**src/rtl/clk_enable_divider.sv**
```systemverilog
// Clock-enable generator: divides clk by DIV into a one-cycle tick, a toggling
// slow_en level and a wrapping tick count, gated by a start/stop run FSM.
module clk_enable_divider #(
  parameter int unsigned DIV_SYNTH = 50_000_000,
  parameter int unsigned DIV_SIM   = 5,
  parameter int unsigned TICKS_W   = 8
) (
  input  logic               clk,
  input  logic               rst_n,
  input  logic               start,
  input  logic               stop,
  input  logic               clr,
  output logic               tick,
  output logic               slow_en,
  output logic [TICKS_W-1:0] tick_count,
  output logic               running
);

`ifdef SIM
  localparam bit USE_SIM = 1'b1;
`else
  localparam bit USE_SIM = 1'b0;
`endif

  localparam int unsigned DIV  = USE_SIM ? DIV_SIM : DIV_SYNTH;
  localparam int unsigned CW   = (DIV > 1) ? $clog2(DIV) : 1;
  localparam logic [CW-1:0] TERM = CW'(DIV - 1);

  typedef enum logic {
    IDLE = 1'b0,
    RUN  = 1'b1
  } state_t;

  state_t        state;
  logic [CW-1:0] cnt;

  // NOTE: all state here is registered with non-blocking assignments so every
  // branch reads the pre-edge value of state/cnt, which is what makes a stop
  // on the terminal edge still issue its tick.
  always_ff @(posedge clk or negedge rst_n) begin
    if (!rst_n) begin
      state      <= IDLE;
      running    <= 1'b0;
      cnt        <= '0;
      tick       <= 1'b0;
      slow_en    <= 1'b0;
      tick_count <= '0;
    end else begin
      // Run control is independent of clr so a same-edge start/stop still lands.
      case (state)
        IDLE: begin
          if (start && !stop) begin
            state   <= RUN;
            running <= 1'b1;
          end
        end
        RUN: begin
          if (stop) begin
            state   <= IDLE;
            running <= 1'b0;
          end
        end
        default: begin
          state   <= IDLE;
          running <= 1'b0;
        end
      endcase

      if (clr) begin
        cnt        <= '0;
        tick       <= 1'b0;
        slow_en    <= 1'b0;
        tick_count <= '0;
      end else if (state == RUN) begin
        if (cnt == TERM) begin
          cnt        <= '0;
          tick       <= 1'b1;
          slow_en    <= ~slow_en;
          tick_count <= tick_count + 1'b1;
        end else begin
          cnt  <= cnt + 1'b1;
          tick <= 1'b0;
        end
      end else begin
        tick <= 1'b0;
      end
    end
  end

endmodule

```
**config.mk**
```make
export PLATFORM = sky130hd
export DESIGN_NAME = clk_enable_divider
export DESIGN_NICKNAME = d
export VERILOG_FILES = /design/src/rtl/clk_enable_divider.sv
export SDC_FILE = /design/constraint.sdc
export NUM_CORES = 1
export LEC_CHECK = 0
export CAP_MARGIN = 20
export CORE_MARGIN = 5
export CORE_UTILIZATION = 52
export DETAILED_ROUTE_END_ITERATION = 10
export GPL_TIMING_DRIVEN = 0
export MAX_ROUTING_LAYER = met4
export PLACE_DENSITY = 0.75
export REMOVE_ABC_BUFFERS = 1
export SLEW_MARGIN = 20
export SYNTH_ARGS = -nofsm -noshare
export SYNTH_HDL_FRONTEND = slang
export SYNTH_SLANG_ARGS = --single-unit
```
**constraint.sdc**
```tcl
create_clock -name clk -period 2.34 [get_ports clk]
set_clock_uncertainty 0.15 [all_clocks]
set_input_delay 0.351 -clock clk [delete_from_list [all_inputs] [get_ports clk]]
set_output_delay 0.351 -clock clk [all_outputs]
set_load 0.01 [all_outputs]
```
==> flow_summary.html <==
<table>
<tr><th>Metric</th><th>Value</th></tr>
<tr><th colspan="2">Power</th></tr>
<tr><td>Overall Power</td><td>between 1 and 1.5 mW</td></tr>
<tr><td>Net Sw Frac</td><td>about a fifth</td></tr>
<tr><td>Switching power summed over all nets</td><td>277 uW</td></tr>
<tr><td>Design internal power</td><td>1.14 mW</td></tr>
<tr><td>Maximum vdd drop</td><td>between 0.4 and 0.5 mV</td></tr>
<tr><td>Power share of the clock group</td><td>48.7%</td></tr>
<tr><td>Combinational power share</td><td>3.9%</td></tr>
<tr><td>Power density of the placed cells</td><td>590 nW/um^2</td></tr>
<tr><td>Leakage dissipation</td><td>1.00 nW</td></tr>
<tr><td>Sequential Power Share</td><td>47.4%</td></tr>
<tr><th colspan="2">Synth</th></tr>
<tr><td>Cell count after synthesis</td><td>216</td></tr>
<tr><td>Ys flop type</td><td>dfrtp_1</td></tr>
<tr><td>Ys Warns</td><td>0</td></tr>
<tr><td>Yosys top cell area share</td><td>47.5%</td></tr>
<tr><td>Sequential element share of the synthesized area</td><td>47.5%</td></tr>
<tr><td>Number of library cell types mapped by synthesis</td><td>38</td></tr>
<tr><td>Number of synthesized flops with an enable pin</td><td>0</td></tr>
<tr><td>Number of synthesized register bits</td><td>38</td></tr>
<tr><td>Library cell occupying the most area in the post-synthesis netlist</td><td>dfrtp_1</td></tr>
<tr><td>Synth top area cells</td><td>dfrtp_1 (47%), nor2_1 (7.1%), xor2_1 (6.6%), nand3_1 (4.0%), nand2_1 (3.4%)</td></tr>
<tr><td>Most used standard cells in the synthesized netlist</td><td>dfrtp_1 (38), nor2_1 (38), nand2_1 (18)</td></tr>
<tr><td>Netlist area before placement</td><td>2000 sq um</td></tr>
<tr><td>Fraction of synthesis flops using an asynchronous set or reset pin</td><td>100%</td></tr>
<tr><td>Mapped Avg Cell Area</td><td>about 9 sq um</td></tr>
<tr><th colspan="2">Floorplan</th></tr>
<tr><td>Initial Utilization</td><td>54.3%</td></tr>
<tr><td>Placeable Area</td><td>roughly 3700 sq um</td></tr>
<tr><td>Die width</td><td>72.1 um</td></tr>
<tr><td>Number of top-level pins</td><td>16</td></tr>
<tr><td>Overall die height</td><td>72.1 um</td></tr>
<tr><td>Die Outline Area</td><td>a little over 5000 sq um</td></tr>
<tr><td>FP Rows</td><td>22</td></tr>
<tr><th colspan="2">Critical path</th></tr>
<tr><td>CP Cell Sequence</td><td>or4b_1 &gt; nor4_2 &gt; nand4_1 &gt; or3_2 &gt; a21oi_1</td></tr>
<tr><td>Worst Path Buf+Inv</td><td>0</td></tr>
<tr><td>Critical Path AT</td><td>between 2000 and 2500 ps</td></tr>
<tr><td>CP endpoint kind</td><td>flop</td></tr>
<tr><td>Critical Path RT</td><td>~2400 ps</td></tr>
<tr><td>Cell with the largest stage delay on the worst path</td><td>or4b_1</td></tr>
<tr><td>Critical Path Start Type</td><td>flop</td></tr>
<tr><td>Critical path class</td><td>reg -&gt; reg</td></tr>
<tr><td>CP max FO</td><td>6</td></tr>
<tr><td>Max stage delay on crit path</td><td>540 ps</td></tr>
<tr><td>Beginning of the worst register-to-register path</td><td>cnt[9]</td></tr>
<tr><td>Kind of cell adding the most delay to the critical path</td><td>simple AND/OR/NAND/NOR gates</td></tr>
<tr><td>Source of the critical timing path</td><td>cnt[9]</td></tr>
<tr><th colspan="2">Place</th></tr>
<tr><td>Gp weighted congestion</td><td>0.808</td></tr>
<tr><td>Pre-CTS worst setup slack</td><td>-935 ps</td></tr>
<tr><td>Port buffer count</td><td>15</td></tr>
<tr><td>Instance count after placement with tap cells included</td><td>272</td></tr>
<tr><td>Instance area at placement</td><td>2200 sq um</td></tr>
<tr><td>Half-perimeter wire length after detailed placement</td><td>2.67 mm</td></tr>
<tr><th colspan="2">Timing</th></tr>
<tr><td>Final period demand of the worst path</td><td>between 2000 and 2500 ps</td></tr>
<tr><td>RSZ-0062 raised after global routing</td><td>true</td></tr>
<tr><td>Final worst path period share</td><td>96.5%</td></tr>
<tr><td>Fin worst setup slack</td><td>81.2 ps</td></tr>
<tr><td>Total negative slack for setup checks</td><td>0 ps</td></tr>
<tr><td>Slew headroom</td><td>59.5%</td></tr>
<tr><td>Final Setup Violations</td><td>0</td></tr>
<tr><td>Transition time of the tightest slew-check pin</td><td>602 ps</td></tr>
<tr><td>Final Hold Violating Endpoints</td><td>0</td></tr>
<tr><td>Final number of max-transition violations</td><td>0</td></tr>
<tr><td>Maximum clock frequency</td><td>443 MHz</td></tr>
<tr><th colspan="2">Clocking</th></tr>
<tr><td>CTS clk-pin slew, worst paths</td><td>70 ps</td></tr>
<tr><td>CTS buffer count</td><td>5</td></tr>
<tr><td>Clock latency reported for the late side of the worst-skew pair</td><td>290 ps</td></tr>
<tr><td>Longest Clk Path Bufs</td><td>2</td></tr>
<tr><td>TritonCTS sink count</td><td>38</td></tr>
<tr><td>CTS root buffer</td><td>clkbuf_8</td></tr>
<tr><td>Number of H-tree levels</td><td>2</td></tr>
<tr><td>TritonCTS clock tree</td><td>done</td></tr>
<tr><th colspan="2">Finish</th></tr>
<tr><td>Non-filler instance count after layout</td><td>286</td></tr>
<tr><td>Antenna cell count</td><td>0</td></tr>
<tr><td>Final Cell Area</td><td>2400 sq um</td></tr>
<tr><td>Net total in the final layout</td><td>244</td></tr>
<tr><td>Fraction of final layout cells sized beyond drive strength 1</td><td>11.8%</td></tr>
<tr><td>Layout Area Growth over Synthesis</td><td>19.8%</td></tr>
<tr><th colspan="2">Global route</th></tr>
<tr><td>Grt total ovfl</td><td>0</td></tr>
<tr><td>M3 GR Usage</td><td>approximately 3.9%</td></tr>
<tr><td>Met2 Usage GRT</td><td>about a quarter</td></tr>
<tr><td>Global-route layer with the greatest usage</td><td>met2</td></tr>
<tr><td>Number of antenna violations at the first check in global routing</td><td>0</td></tr>
<tr><td>Vias in the first global route</td><td>1541</td></tr>
<tr><td>Aggregate global-route resource usage</td><td>17.1%</td></tr>
<tr><td>Wire length of the first global-routing pass</td><td>6.84 mm</td></tr>
<tr><td>Met1 global-route usage</td><td>between 20% and 30%</td></tr>
<tr><td>Maximum number of pins on one net before global-route repair</td><td>32</td></tr>
<tr><th colspan="2">Route</th></tr>
<tr><td>DRC</td><td>0</td></tr>
<tr><td>Antenna Nets Post-Route</td><td>0</td></tr>
<tr><td>DR vias/cell</td><td>about 5.7</td></tr>
<tr><td>Number of DRC violations after detailed-routing iteration 0</td><td>142</td></tr>
<tr><td>Detailed-route via count</td><td>1627</td></tr>
<tr><td>First-pass iteration count of the detailed router</td><td>4</td></tr>
<tr><td>Routed wirelength normalized by instance count</td><td>13.6 um</td></tr>
<tr><td>Routed Wire Length</td><td>3.89 mm</td></tr>
<tr><th colspan="2">Job</th></tr>
<tr><td>Number of max-cap violations</td><td>0</td></tr>
<tr><th colspan="2">Outcome</th></tr>
<tr><td>Status</td><td>complete, no violations</td></tr>
<tr><th colspan="2">Min path</th></tr>
<tr><td>Worst hold path class</td><td>in -&gt; async</td></tr>
</table>
[through the flow]
step                hold WS [ps]  utilization, %
floorplan                  -94.6               -
global placement             352            59.1
detailed placement           114            59.5
CTS                          335            64.2
global route                 371            65.1
finish                       326            65.1
[cell usage in the layout (no fill, tap or decap), drive strengths merged, types with 2 or more instances in the layout]
master         synthesis  final
ha                     2      2
a221o                  2      2
nor4b                  3      3
and3                   6      6
o21ai                  2      2
nor2b                  4      4
nand2                 18     18
dfrtp                 38     38
nand4                  9      9
inv                    3      3
or4b                   2      2
nor3                   8      8
and4                   2      2
nor4                   3      3
buf                    3      8
bufinv                 0      2
nand2b                 3      3
xor2                  15     15
xnor2                  7      7
clkbuf                 5      6
clkdlybuf4s50          0     13
nand3                 16     16
or4                    3      3
o211ai                 2      2
and2                   3      3
a21oi                  5      5
mux2                   3      3
nand4b                 2      2
nor2                  38     38
nor3b                  2      2
[kinds of logic after synthesis]
group	synth area share, %
AO/OA/AOI/OAI	4.62
XOR/XNOR	9.62
adder cells (fa/ha/maj)	1.25
buffers and inverters	2.19
flip-flops	47.5
multiplexers	2.19
AND/OR/NAND/NOR	32.7
[per-layer routing]
layer	part of all wire, %	routed length [um]	up-vias
li1	-	-	801
met1	45	1770	772
met2	46	1790	46
met3	6.6	258	8
met4	1.9	75	0
met5	0	0	-
[final timing paths]
| path | slack (ps) | cells after the start | endpoint |
|---|---|---|---|
| worst max-delay path | 80 | 5 | tick_count[5] |
| worst min register to register | 370 | 1 | running |
| max in group asynchronous | 1270 | 3 | cnt[7] |
| min in group clk | 370 | 2 | cnt[2] |
| worst min-delay path | 330 | 2 | cnt[2] |
| worst max register to register | 80 | 5 | tick_count[5] |
[layout make-up]
type | instances | area (sq um)
Tap cell | 48 | 60.1
Multi-Input combinational cell | 167 | 1020
Sequential cell | 38 | 953
Inverter | 3 | 11.3
Clock buffer | 6 | 82.6
Timing Repair Buffer | 22 | 208
Fill cell | 310 | 1290
Clock inverter | 2 | 60.1
[sequential cells by signal, indices dropped and copies added, names as in the netlist]
| signal | count |
|---|---|
| state | 1 |
| slow_en | 1 |
| cnt | 26 |
| tick | 1 |
| tick_count | 8 |
| running | 1 |
[what timing repair did]
item,4_1_cts,5_1_grt
cloned,0,0
buffers inserted,2,3
hold buffers,1,0
pin swaps,1,2
setup endpoints to repair,18,18
endpoints found under the hold margin,12,0
resized for setup,4,6
[power groups by stage]
stage	Clock [mW]	Sequential [mW]	Combinational, mW
floorplan	0	0.683	0.0164
global placement	0	0.684	0.0528
detailed placement	0	0.684	0.0567
CTS	0.698	0.671	0.0576
global route	0.729	0.672	0.0637
finish	0.689	0.671	0.0553
(Power assumes the default switching activity.)
==> RTL edit 1 (config.mk and constraints unchanged) <==
Change the parameter `DIV_SYNTH` from 50_000_000 to 25_000_000.
--- a/src/rtl/clk_enable_divider.sv
+++ b/src/rtl/clk_enable_divider.sv
@@ -1,7 +1,7 @@
 // Clock-enable generator: divides clk by DIV into a one-cycle tick, a toggling
 // slow_en level and a wrapping tick count, gated by a start/stop run FSM.
 module clk_enable_divider #(
-  parameter int unsigned DIV_SYNTH = 50_000_000,
+  parameter int unsigned DIV_SYNTH = 25_000_000,
   parameter int unsigned DIV_SIM   = 5,
   parameter int unsigned TICKS_W   = 8
 ) (
Behaviour: no difference found for any inputs over 10 cycles, from zero or initial values and one cycle with rst_n low; that may be too few to reach the edited logic, so the function may still have changed.
==> RTL edit 1 against the unedited design <==
- non-clock buffer count down 3
- routed wire length rose by 6.2%
- hold slack worse by 0.0074 ns
- sequential cell count shrank 1
- final area shrank 3.0%
- setup slack better by 0.060 ns
- total power down 8.8%
- first-iteration DRC count decreased by 37%
- synthesized area decreased by 3.0%
- clock power decreased by 18%
- critical endpoint is now cnt[7]
==> RTL edit 1: results (changes against the unedited design) <==
Area after DPL=2143 um^2 (was 2196 um^2); Final Routed Wirelength=4.132 mm (was 3.892 mm); crit path DAT=2.24 ns (was 2.33 ns); Slowest cell on crit path=or4_4 (was or4b_1); Iter 0 DRT Violations=90 (was 142); met2 usage=30.79% (was 25.68%); grt met1 use=23.59% (was 21.95%); NumNets Final=227 (was 244); outcome=finished, final reports clean (unchanged); adder-cell share of the synthesized area=1.288% (was 1.249%); Top Registers=cnt: 25 flops, tick_count: 8 flops (was cnt: 26 flops, tick_count: 8 flops); met3 Use GR=4.688% (was 3.878%); Lkg Pwr=0.9525 nW (was 1.004 nW); Place WS=-0.6400 ns (was -0.9351 ns); largest net degree at the start of global routing=22 (was 32); number of global-route vias before repair=1,552 (was 1,541); first-pass GRT wire length=7.431 mm (was 6.837 mm); Vias/cell=5.814 (was 5.689); Hold Path Class=input port to flop (was input port to asynchronous set/reset pin); post-synthesis compound-gate area fraction=11.08% (was 4.622%); synth unique cells=43 (was 38); peak supply drop=0.0003853 V (was 0.0004553 V); worst slew pin tran=0.6440 ns (was 0.6024 ns); Crit path largest cell delay=0.63 ns (was 0.54 ns); post-synthesis mux area share=0.5151% (was 2.186%); sequential-to-total area share from yosys stat=47.65% (was 47.47%); GR Util All Layers=18.80% (was 17.14%)
[RTL edit 1: routing by layer]
metal | vias to the layer above | share of wire (%)
li1 | 751 | -
met1 | 768 | 44
met2 | 39 | 50
met3 | 6 | 5.4
met4 | 0 | 0.80
met5 | - | 0
[RTL edit 1: report_power, final]
group | internal [mW] | switching [mW] | total, mW
logic | 0.0261 | 0.0411 | 0.0672
registers | 0.646 | 0.00951 | 0.656
clock network | 0.347 | 0.220 | 0.568
[RTL edit 1: cells by family (layout without fill, tap and decap cells)]
logic type,count (synthesis),after routing
buffers and inverters,12,32
and+or+nand+nor,95,95
adders and majority gates,2,2
AOI/OAI and AO/OA,32,33
xor gates and xnor gates,21,21
DFF,37,37
muxes,1,1
[RTL edit 1: timing repair]
action / in CTS / in global routing
resized for setup: 3 / 6
hold buffers: 1 / 0
cloned: 1 / 0
pin swaps: 1 / 1
endpoints found under the setup margin: 22 / 24
endpoints found under the hold margin: 16 / 0
buffers inserted: 1 / 1
[RTL edit 1: final timing paths]
kind | from | end | slack (ns) | cells after the start
worst max-delay path | cnt[3] | cnt[7] | 0.14 | 5
worst max register to register | cnt[3] | cnt[7] | 0.14 | 5
worst min register to register | running | running | 0.36 | 1
worst min-delay path | clr | tick_count[3] | 0.32 | 2
min in group asynchronous | rst_n | tick_count[2] | 0.38 | 2
max in group asynchronous | rst_n | cnt[14] | 1.20 | 3
[RTL edit 1: final cells by class]
cell class / instances / area [um^2]
Clock buffer: 7 / 86.33
Sequential cell: 37 / 925.9
Timing Repair Buffer: 19 / 192.7
Clock inverter: 1 / 30.03
Multi-Input combinational cell: 152 / 1015
Inverter: 5 / 18.77
Fill cell: 301 / 1305
Tap cell: 48 / 60.06
[RTL edit 1: metrics by stage]
| stage | cells | utilization (%) | setup TNS, ns | power (mW) | hold slack [ns] |
|---|---|---|---|---|---|
| final | 269 | 64.08 | 0 | 1.290 | 0.3185 |
| after global routing | 269 | 64.08 | -0.009344 | 1.340 | 0.3383 |
| after CTS | 268 | 63.46 | 0 | 1.301 | 0.3649 |
| after detailed placement | 257 | 58.99 | -7.525 | 0.7306 | 0.1600 |
| after global placement | 256 | 58.37 | -6.215 | 0.7230 | 0.3422 |
| after floorplan | 193 | - | -0.003447 | 0.6900 | -0.09459 |
[RTL edit 1: worst max-delay path, delay by kind of cell, from the launching register on]
| family | cells | cell delay, ns |
|---|---|---|
| AOI/OAI and AO/OA | 3 | 0.68 |
| DFF | 1 | 0.41 |
| and+or+nand+nor | 2 | 0.86 |
==> RTL edit 2 (same flow settings) <==
Made on the original files. One comparison of `cnt` changes from == to >=.
--- a/src/rtl/clk_enable_divider.sv
+++ b/src/rtl/clk_enable_divider.sv
@@ -72,7 +72,7 @@
         slow_en    <= 1'b0;
         tick_count <= '0;
       end else if (state == RUN) begin
-        if (cnt == TERM) begin
+        if (cnt >= TERM) begin
           cnt        <= '0;
           tick       <= 1'b1;
           slow_en    <= ~slow_en;
Behaviour: no difference found for any inputs over 10 cycles, from zero or initial values and one cycle with rst_n low; that may be too few to reach the edited logic, so the function may still have changed.
==> RTL edit 2 against the unedited design <==
- the run now ends with negative setup slack left
- critical path depth increased by 2
- routed wire length increased by 50%
- synthesized area increased by 8.6%
- count of clock-buffer cells in the layout unchanged
- sequential cell count unchanged
- hold slack improved by 0.013 ns
- setup slack got worse by 0.17 ns
- final area increased by 20%
Power is not compared: it rests on default switching activity, and its combinational part moved more than twofold at a synthesized area within 25%.
==> RTL edit 2: results (changes against the unedited design) <==
Lkg Pwr=1.245 nW; CTS root buf=clkbuf_8 (unchanged); H-tree depth=2 (unchanged); sequential-to-total area share from yosys stat=43.70% (was 47.47%); P_int=0.9830 mW; Iter 0 DRT Violations=168 (was 142); CTS max path bufs=2 (unchanged); CP Max Fanout=6 (unchanged); first-pass GRT wire length=9.480 mm (was 6.837 mm); endpoints failing setup=7 (was 0); initial antenna violation count=0 (unchanged); Place WS=-0.5778 ns (was -0.9351 ns); Worst-Skew Late Latency=0.30 ns; synth warn=0 (unchanged); peak supply drop=0.0003910 V; clock slew at reported path FFs=0.08 ns; outcome=complete, but fails checks (was finished, final reports clean); hpwl dp=3.267 mm (was 2.669 mm); ys async rst share=100.0% (unchanged); Worst slew margin=48.78% (was 59.50%); GPL Wtd Cong=0.8918 (was 0.8083); number of global-route vias before repair=1,998 (was 1,541); NumNets Final=289 (was 244); Hold Path Class=input port to asynchronous set/reset pin (unchanged); Antenna Cells=0 (unchanged); Mapped Cells=235 (was 216); synth unique cells=48 (was 38); final cell count without fillers=333 (was 286); DRT Pass-1 Iters=4 (unchanged); Routed wire per std cell=17.57 um (was 13.61 um); largest net degree at the start of global routing=38 (was 32); Synth area leaders=dfrtp_1, nand2_1, o31ai_1 (was dfrtp_1, nor2_1, xor2_1); Top Registers=cnt: 26 flops, tick_count: 8 flops (unchanged); post-route setup slack=-0.08793 ns (was 0.08117 ns); failing checks=negative setup slack; CTS buffer count=5 (unchanged); share of layout cells above drive strength 1=27.92% (was 11.76%); Via Count=2,093 (was 1,627); Synth top cells by count=dfrtp_1, nand2_1, nor2_1 (was dfrtp_1, nor2_1, nand2_1); Port Buf Inserts=15 (unchanged); crit path DAT=2.50 ns (was 2.33 ns); GR Util All Layers=22.57% (was 17.14%)
==> RTL edit 2: changes by cell type in the layout (fill, tap and decap cells not counted), moves of 5 or more <==
cell | before | now
a31oi_1 | 1 | 7
xnor2_1 | 7 | 2
nor2_1 | 38 | 17
a21o_1 | 0 | 8
o31ai_1 | 1 | 9
nor3_1 | 7 | 0
buf_4 | 5 | 29
xor2_1 | 15 | 2
inv_1 | 3 | 13
==> RTL edit 2: kinds of logic after synthesis <==
family | synth area share [%]
flops | 43.70
fa+ha+maj | 1.150
mux | 0.9201
xor+xnor | 1.610
buf+inv | 5.521
compound gates | 20.64
simple gates | 26.45
==> RTL edit 2: worst max-delay path, cell delays in order (launching register included) <==
cell	delay [ns]
dfrtp_2	0.42
buf_12	0.12
nand4_1	0.17
or3b_4	0.46
nor4_4	0.32
nand3_2	0.15
or4_1	0.47
o21ai_1	0.09
==> RTL edit 2: layout make-up <==
cell class	count	area, um^2
sequential	38	953.4
clock inverter	2	12.51
inverter	13	48.80
clock buffer	6	82.58
tap	50	62.56
timing repair buffer	51	452.9
multi-input combinational	173	1279
fill	283	1137
==> RTL edit 2: final timing paths <==
kind | startpoint | endpoint | slack (ns) | cells past startpoint
min | rst_n | cnt[4] | 0.34 | 2
max in group asynchronous | rst_n | tick_count[4] | 1.25 | 3
max reg2reg | cnt[7] | cnt[23] | -0.09 | 7
min reg2reg | running | running | 0.37 | 1
min in group clk | running | running | 0.37 | 1
max | cnt[7] | cnt[23] | -0.09 | 7
==> RTL edit 2: timing repair <==
item,in CTS,in global routing
gates resized for setup,15,29
setup endpoints to repair,34,34
setup buffers,17,16
endpoints found under the hold margin,13,0
hold buffers,1,0
pin swaps,3,20
==> RTL edit 2: metal layers <==
layer	track usage, %	wire (um)
met1	30.20	2510
met2	34.93	2926
met3	4.272	363
met4	6.917	49
met5	-	0
==> RTL edit 2: power by group through the flow <==
stage	registers (mW)	clock network, mW	logic, mW
5_1_grt	0.684	0.531	0.197
4_1_cts	0.679	0.496	0.159
2_1_floorplan	0.692	0	0.0561
3_3_place_gp	0.693	0	0.109
3_5_place_dp	0.694	0	0.119
6_report	0.682	0.487	0.184
==> RTL edit 2: metrics by stage <==
stage	instance area [um^2]	hold slack [ns]	TNS (ns)
floorplan	2105	-0.09459	-6.283
global placement	2317	0.3615	-32.38
detailed placement	2345	0.1292	-9.690
CTS	2636	0.3400	-0.02733
global route	2892	0.3896	-2.162
finish	2892	0.3393	-0.3414
